===== config.mk =====
export PLATFORM = sky130hd
export DESIGN_NAME = llki_mock_tss_key_sink
export DESIGN_NICKNAME = d
export VERILOG_FILES = /design/src/rtl/llki_mock_tss_key_sink.sv
export SDC_FILE = /design/constraint.sdc
export NUM_CORES = 1
export LEC_CHECK = 0
export ABC_AREA = 0
export BUFFER_PORTS_ARGS = -buffer_cell sky130_fd_sc_hd__buf_2
export CAP_MARGIN = 20
export CORE_MARGIN = 2
export CORE_UTILIZATION = 51
export CTS_CLUSTER_DIAMETER = 30
export DETAILED_ROUTE_END_ITERATION = 8
export GPL_TIMING_DRIVEN = 0
export PLACE_DENSITY = 0.79
export SLEW_MARGIN = 20
export SYNTH_ARGS = -nofsm -noshare
export SYNTH_HDL_FRONTEND = slang
export SYNTH_SLANG_ARGS = --single-unit

===== constraint.sdc =====
create_clock -name clk -period 2.2 [get_ports clk]
set_input_delay 0 -clock clk [delete_from_list [all_inputs] [get_ports clk]]
set_output_delay 0 -clock clk [all_outputs]
set_load 0.005 [all_outputs]

===== src/rtl/llki_mock_tss_key_sink.sv =====
// Mock TSS key sink: accepts two masked 64-bit key words with artificial
// wait states, exposes the unmasked key only when complete, supports clear.
module llki_mock_tss_key_sink #(
  parameter logic [7:0]  WAIT_CYCLES = 8'h0A,
  parameter logic [63:0] KEY_MASK_0  = 64'h0123456789ABCDEF,
  parameter logic [63:0] KEY_MASK_1  = 64'hFEDCBA9876543210
) (
  input  logic         clk,
  input  logic         rst,
  input  logic [63:0]  llkid_key_data,
  input  logic         llkid_key_valid,
  output logic         llkid_key_ready,
  output logic         llkid_key_complete,
  input  logic         llkid_clear_key,
  output logic         llkid_clear_key_ack,
  output logic [127:0] key_out
);

  typedef enum logic [2:0] {
    IDLE,
    WAIT_STATE0,
    KEY0_LOADED,
    WAIT_STATE1,
    KEY1_LOADED,
    CLEAR_KEY,
    WAIT_STATE2
  } state_e;

  state_e         state_q, state_d;
  logic [127:0]   key_reg_q, key_reg_d;
  logic [7:0]     cnt_q, cnt_d;
  logic           ack_q, ack_d;
  logic           xfer;

  assign llkid_key_ready = ((state_q == IDLE) || (state_q == KEY0_LOADED))
                           && !llkid_clear_key;
  assign llkid_key_complete  = (state_q == KEY1_LOADED);
  assign llkid_clear_key_ack = ack_q;
  assign key_out = llkid_key_complete ? key_reg_q : 128'h0;
  assign xfer = llkid_key_valid && llkid_key_ready;

  always_comb begin
    state_d   = state_q;
    key_reg_d = key_reg_q;
    cnt_d     = cnt_q;
    ack_d     = 1'b0;
    unique case (state_q)
      IDLE: begin
        if (llkid_clear_key) begin
          state_d = CLEAR_KEY;
        end else if (xfer) begin
          key_reg_d[63:0] = llkid_key_data ^ KEY_MASK_0;
          cnt_d           = WAIT_CYCLES;
          state_d         = WAIT_STATE0;
        end
      end
      WAIT_STATE0: begin
        if (llkid_clear_key) begin
          state_d = CLEAR_KEY;
        end else if (cnt_q == 8'd1) begin
          state_d = KEY0_LOADED;
        end else begin
          cnt_d = cnt_q - 8'd1;
        end
      end
      KEY0_LOADED: begin
        if (llkid_clear_key) begin
          state_d = CLEAR_KEY;
        end else if (xfer) begin
          key_reg_d[127:64] = llkid_key_data ^ KEY_MASK_1;
          cnt_d             = WAIT_CYCLES;
          state_d           = WAIT_STATE1;
        end
      end
      WAIT_STATE1: begin
        if (llkid_clear_key) begin
          state_d = CLEAR_KEY;
        end else if (cnt_q == 8'd1) begin
          state_d = KEY1_LOADED;
        end else begin
          cnt_d = cnt_q - 8'd1;
        end
      end
      KEY1_LOADED: begin
        if (llkid_clear_key) begin
          state_d = CLEAR_KEY;
        end
      end
      CLEAR_KEY: begin
        key_reg_d = 128'h0;
        cnt_d     = WAIT_CYCLES;
        state_d   = WAIT_STATE2;
      end
      WAIT_STATE2: begin
        // clear input is deliberately ignored until back in IDLE
        if (cnt_q == 8'd1) begin
          state_d = IDLE;
          ack_d   = 1'b1;
        end else begin
          cnt_d = cnt_q - 8'd1;
        end
      end
      default: begin
        state_d = IDLE;
      end
    endcase
  end

  always_ff @(posedge clk) begin
    if (rst) begin
      state_q   <= IDLE;
      key_reg_q <= 128'h0;
      cnt_q     <= 8'h0;
      ack_q     <= 1'b0;
    end else begin
      state_q   <= state_d;
      key_reg_q <= key_reg_d;
      cnt_q     <= cnt_d;
      ack_q     <= ack_d;
    end
  end

endmodule


-- Yosys cells after proc, flatten, opt, wreduce, memory -nomap -nowiden
Cells that the tools add are included.
- ROM bits: 0
- memories kept: 0
- register bits after elaboration: 140
- logic and storage cells: 68
- bits in latches: 0
- output and inout bits: 131
- RAM bits: 0
- input bits: 68
- multiplexer cells: 24
- reductions and logical operators: 15
- divide/modulo/power cells: 0
- multipliers: 0
- add/sub/neg operators: 1
- equal/unequal tests: 20
- order comparisons: 0
- bitwise logic cells: 3
- shift operators: 0
- operator list (operator ; number):
    2-to-1 mux 64 bit ; 4
    case mux 64 bit (2 select lines) ; 2
    2-to-1 mux 128 bit ; 1
    NOT 32 bit ; 2
    2-to-1 mux 8 bit ; 4
    case mux 8 bit (4 select lines) ; 1
    2-to-1 mux 3 bit ; 10
    case mux 3 bit (7 select lines) ; 1
    inequality test 2 bit, second input constant ; 7
    inequality test 3 bit, second input constant ; 4
    == test 3 bit, second input constant ; 3
    == test 8 x 1 -> 1 bit, second input constant ; 1
    subtractor 8 x 1 -> 8 bit, second input constant ; 1
    == test 3 x 2 -> 1 bit, second input constant ; 2
    AND reduction 3 bit ; 2
    AND reduction 6 bit ; 1
    OR reduction 2 bit ; 3
    inequality test 2 x 1 -> 1 bit, second input constant ; 2
    AND reduction 4 bit ; 1
    nonzero test 2 bit ; 2
    nonzero test 4 bit ; 1
    == test 3 x 1 -> 1 bit, second input constant ; 1
    zero test 3 bit ; 1
    logical AND 1 bit ; 2
    other kinds (4) ; 4

-- Depth between registers and ports, before layout
- depth in word-level cells: 7
- mapped depth: 7

-- Worst setup path before layout
Ideal clock, no wire load.
- kind: reg-to-reg
- from: reg cnt_q[2]
- to: reg cnt_q[7]
- cell stages (with the launch flop): 5
- required time: 2.140 ns
- data arrival time: 1.746 ns
- path slack: 0.394 ns
- cells stage by stage: dfxtp_1 or4_4 or4_1 a2111o_1 nand2_1
- cells in the longest elaborated chain, start to end: 4
- elaborated cells between the ends (all ways): 5
- RTL lines (what ; RTL line ; text):
    from (decl) ; 31 ; logic [7:0] cnt_q, cnt_d;
    from (signal assigned) ; 118 ; cnt_q <= cnt_d;
    subtractor 8 x 1 -> 8 bit or == test 8 x 1 -> 1 bit (tied branches) ; - ;
    2-to-1 mux 8 bit (*) ; 60, 78, 96 ;
    2-to-1 mux 8 bit ; 76 ; if (llkid_clear_key) begin
    case mux 8 bit (4 select lines) (*) ; 47 ; unique case (state_q)
Every way passes the cells marked *; elsewhere a longest branch is shown, timed or not. The select of a mux whose other input is x is not followed.
A chain may end at the register's enable or synchronous reset.

-- Worst setup path after layout
- from: reg state_q[1]
- to: reg key_reg_q[89]
- cells in the longest elaborated chain, start to end: 6
- elaborated cells between the ends (all ways): 11
- RTL lines (what ; RTL line ; text):
    from (decl) ; 29 ; state_e state_q, state_d;
    from (signal assigned) ; 116 ; state_q <= state_d;
    == test 3 x 2 -> 1 bit or zero test 3 bit (tied branches) ; 35, 47 ;
    logical OR 1 bit ; 35 ; assign llkid_key_ready = ((state_q == IDLE) || (state_q == KEY0_LOADED))
    logical AND 1 bit ; 36 ; && !llkid_clear_key;
    logical AND 1 bit ; 40 ; assign xfer = llkid_key_valid && llkid_key_ready;
    inequality test 2 bit (no line) ; - ;
    AND reduction 3 bit (no line) ; - ;
    to (signal assigned) ; 117 ; key_reg_q <= key_reg_d;
    to (decl) ; 30 ; logic [127:0] key_reg_q, key_reg_d;
Several ways; a longest one is shown, not always the timed one.

==> flow_summary.toml <==
[run_status]
status = "finished, violations left"
violations = "negative setup slack"

[sta]
worstMarginPinSlew_ns = 0.598
timing.fmax_ghz = 0.451
rsz0062_at_grt = "yes"
hold_viol = 0
timing.final.crit_share = 1.01
fin_crit_ns = 2.22
clock_skew_ns = 0.00551
final-max-slew-violation-count = 0
fin_ws_ns = -0.0153
finalSetupViolations = 1
tns_ns = -0.0153
slew_headroom = 0.602

[placed_design]
place.detailed.hpwl_um = 13700
preCtsSetupSlack_ns = -0.357
dp.cells = 1170
gp_congestion = 0.945
port_buffers = 198

[drt]
routed_wl_um = 21000
vias_per_cell = 5.34
drt_iter0_markers = 506
vias = 6776
drtAntennaViolNets = 0
drc = 0
detail_route.wl_per_cell_um = 16.6
dr.pass1.iters = 5

[min_path]
hold_path_class = "input pin to register"
min_from = "llkid_key_valid"
hold_end = "state_q[0]"
holdPathStages = 4

[clocking]
clock_path_buffers = 2
clk_pin_slew_ns = 0.06
cts_setup_buffers = 0
cts-root-buf = "clkbuf_16"
tritoncts = "done"
cts_buffers = 17
cts_sinks = 140
h-tree-depth = 4
clock_latency_ns = 0.43

[worst_setup_path]
cp-start-kind = "register"
cp_data_required_time_ns = 2.55
crit_buf_inv = 3
slowest_stage = "a31oi_2"
setup.worst_path.end_class = "register"
crit_family = "buffers and inverters"
crit_path_cell_trace = "and3b_1 > clkbuf_1 > a31oi_2 > clkbuf_2 > buf_2 > nand2_1 > a21oi_1"
reg2reg_to = "key_reg_q[89]"
path_max_fanout = 10
slowest_delay_ns = 0.46
rrSetupSlack_ns = -0.02
path_class = "register to register"
r2r_start = "state_q[1]"
worstRegToRegCells = 7
worstPathArrival_ns = 2.56

[yosys]
yosysTopAreaCellShare = 0.435
synth_cells = 800
syn_area_per_cell_um2 = 8.06
synth_nets = 870
synth_seq_cells = 140
yosysWarnings = 0
ys_types = 36
syn-cell-area_um2 = 6440
yosysTopAreaCell = "dfxtp_1"
ys_top_cells_by_area = "dfxtp_1 (43%), and2_1 (16%), a21oi_1 (8.0%)"
yosysSeqAreaShare = 0.435

[global_route]
grt_max_degree = 20
grt_pass1_vias = 6485
grt.overflow.total = 0
antenna_found_initial = 0
grt_pass1_wl_um = 32200
groute.usage.overall = 0.310

[finish]
nets = 1152
areaGrowthSynthToFinish_pct = 39.5
layout_common_cells = "buf_2 (212), and2_1 (160), dfxtp_1 (140)"
fin_cells = 1268
drive_gt1_frac = 0.247
nFillCells = 980
final_common_cell = "buf_2"

[power]
peakVddDrop_uv = 575
combinationalPowerShare = 0.149
p_sw_mw = 1.77
internal_power_mw = 5.11
power_density_nw_per_um2 = 765
p_seq_frac = 0.404
pwr-share-clk = 0.448
leakage_nw = 4.15
switching_share = 0.257

[floorplanning]
die_y_um = 116
ioPinCount = 199
num_rows = 41
die_area_um2 = 13600
die_x_um = 116
initial_core_util = 0.517
core_um2 = 12500

[job]
drv_cap = 0
-- how the worst max path moves through the flow --
stage / from / endpoint / slack (ns) / cells after the start
floorplan: cnt_q[2] / cnt_q[7] / 0.39 / 4
global placement: state_q[2] / key_reg_q[66] / -0.38 / 7
detailed placement: state_q[1] / key_reg_q[65] / -0.36 / 7
CTS: state_q[2] / key_out[98] / 0.01 / 7
global route: state_q[1] / key_reg_q[89] / -0.14 / 7
finish: state_q[1] / key_reg_q[89] / -0.02 / 7
-- Yosys cell counts --
master     count
nand3_1       34
or3_1         68
buf_4          2
nor2_1        37
nor4b_2        1
a211oi_1       3
and3b_1        2
nor4_1         1
nand2_1      104
a311oi_1       3
or4_1          2
a21o_1         2
clkbuf_1      56
nor3b_1        2
and2_1       160
a21oi_1      103
a2111o_1       3
o22ai_2        1
nor2b_1        1
o21ai_1        1
or4_4          1
ha_1           2
a31o_2         1
o32ai_1        1
and2_0         1
nor3_1         3
nand2b_1       2
or3b_2         1
o2111ai_1      3
nand3b_1       1
buf_2         13
mux2i_1       34
inv_1          6
a31oi_1        2
o21ai_0        3
dfxtp_1      140
-- metal layers --
metal	wire, um	part of all wire	global-route usage
met1	8590	0.41	0.369
met2	10500	0.50	0.522
met4	681	0.032	0.168
met5	0	0	0
met3	1270	0.060	0.0664
-- cell type report --
cell class / instances / area, um2 / share of cell area
clock buffer: 20 / 467 / 0.0519
timing repair buffer: 264 / 1650 / 0.184
buffer: 70 / 320 / 0.0356
multi-input combinational: 583 / 3340 / 0.372
clock inverter: 12 / 166 / 0.0185
sequential: 140 / 2800 / 0.312
tap: 172 / 215 / 0.0239
inverter: 6 / 22.5 / 0.00251
antenna: 1 / 2.50 / 0.000278
-- power by group through the flow --
stage	Combinational, mW	Clock, mW	Sequential (mW)
2_1_floorplan	0.587	0	2.80
3_3_place_gp	0.868	0	2.82
3_5_place_dp	0.879	0	2.82
4_1_cts	0.990	3.11	2.77
5_1_grt	1.12	3.21	2.79
6_report	1.02	3.08	2.77
-- worst register-to-register path: cells and delay by family, from the launching register on --
kind / cells / cell delay, ns
AOI/OAI and AO/OA: 2 / 0.61
buffers and inverters: 3 / 0.88
DFF: 1 / 0.35
and+or+nand+nor: 2 / 0.29
-- state kept, by name (all words and copies together), names as in the netlist --
name	flops
cnt_q	8
key_reg_q	128
llkid_clear_key_ack	1
state_q	3
-- metrics by stage --
step	total power [mW]	hold slack, ns	utilization	instance area (um2)
floorplan	3.39	0.0449	-	6440
global placement	3.69	0.269	0.614	7650
detailed placement	3.70	0.274	0.614	7650
CTS	6.87	0.0990	0.720	8980
global route	7.12	0.146	0.721	8990
finish	6.88	0.137	0.721	8990
-- cell families (layout without fill, tap and decap cells) --
family | count (synthesis) | in the layout | synth area share
compound gates | 126 | 126 | 0.109
fa+ha+maj | 2 | 2 | 0.00388
buf+inv | 77 | 372 | 0.0485
flops | 140 | 140 | 0.435
mux | 34 | 34 | 0.0528
other cells | 0 | 1 | 0
simple gates | 421 | 421 | 0.351
-- timing repair --
item                                    4_1_cts  5_1_grt
resized for setup                            20       11
hold endpoints to repair                    131        0
hold buffers                                 66        0
endpoints found under the setup margin      224      189
Power figures use the tool's default switching activity.
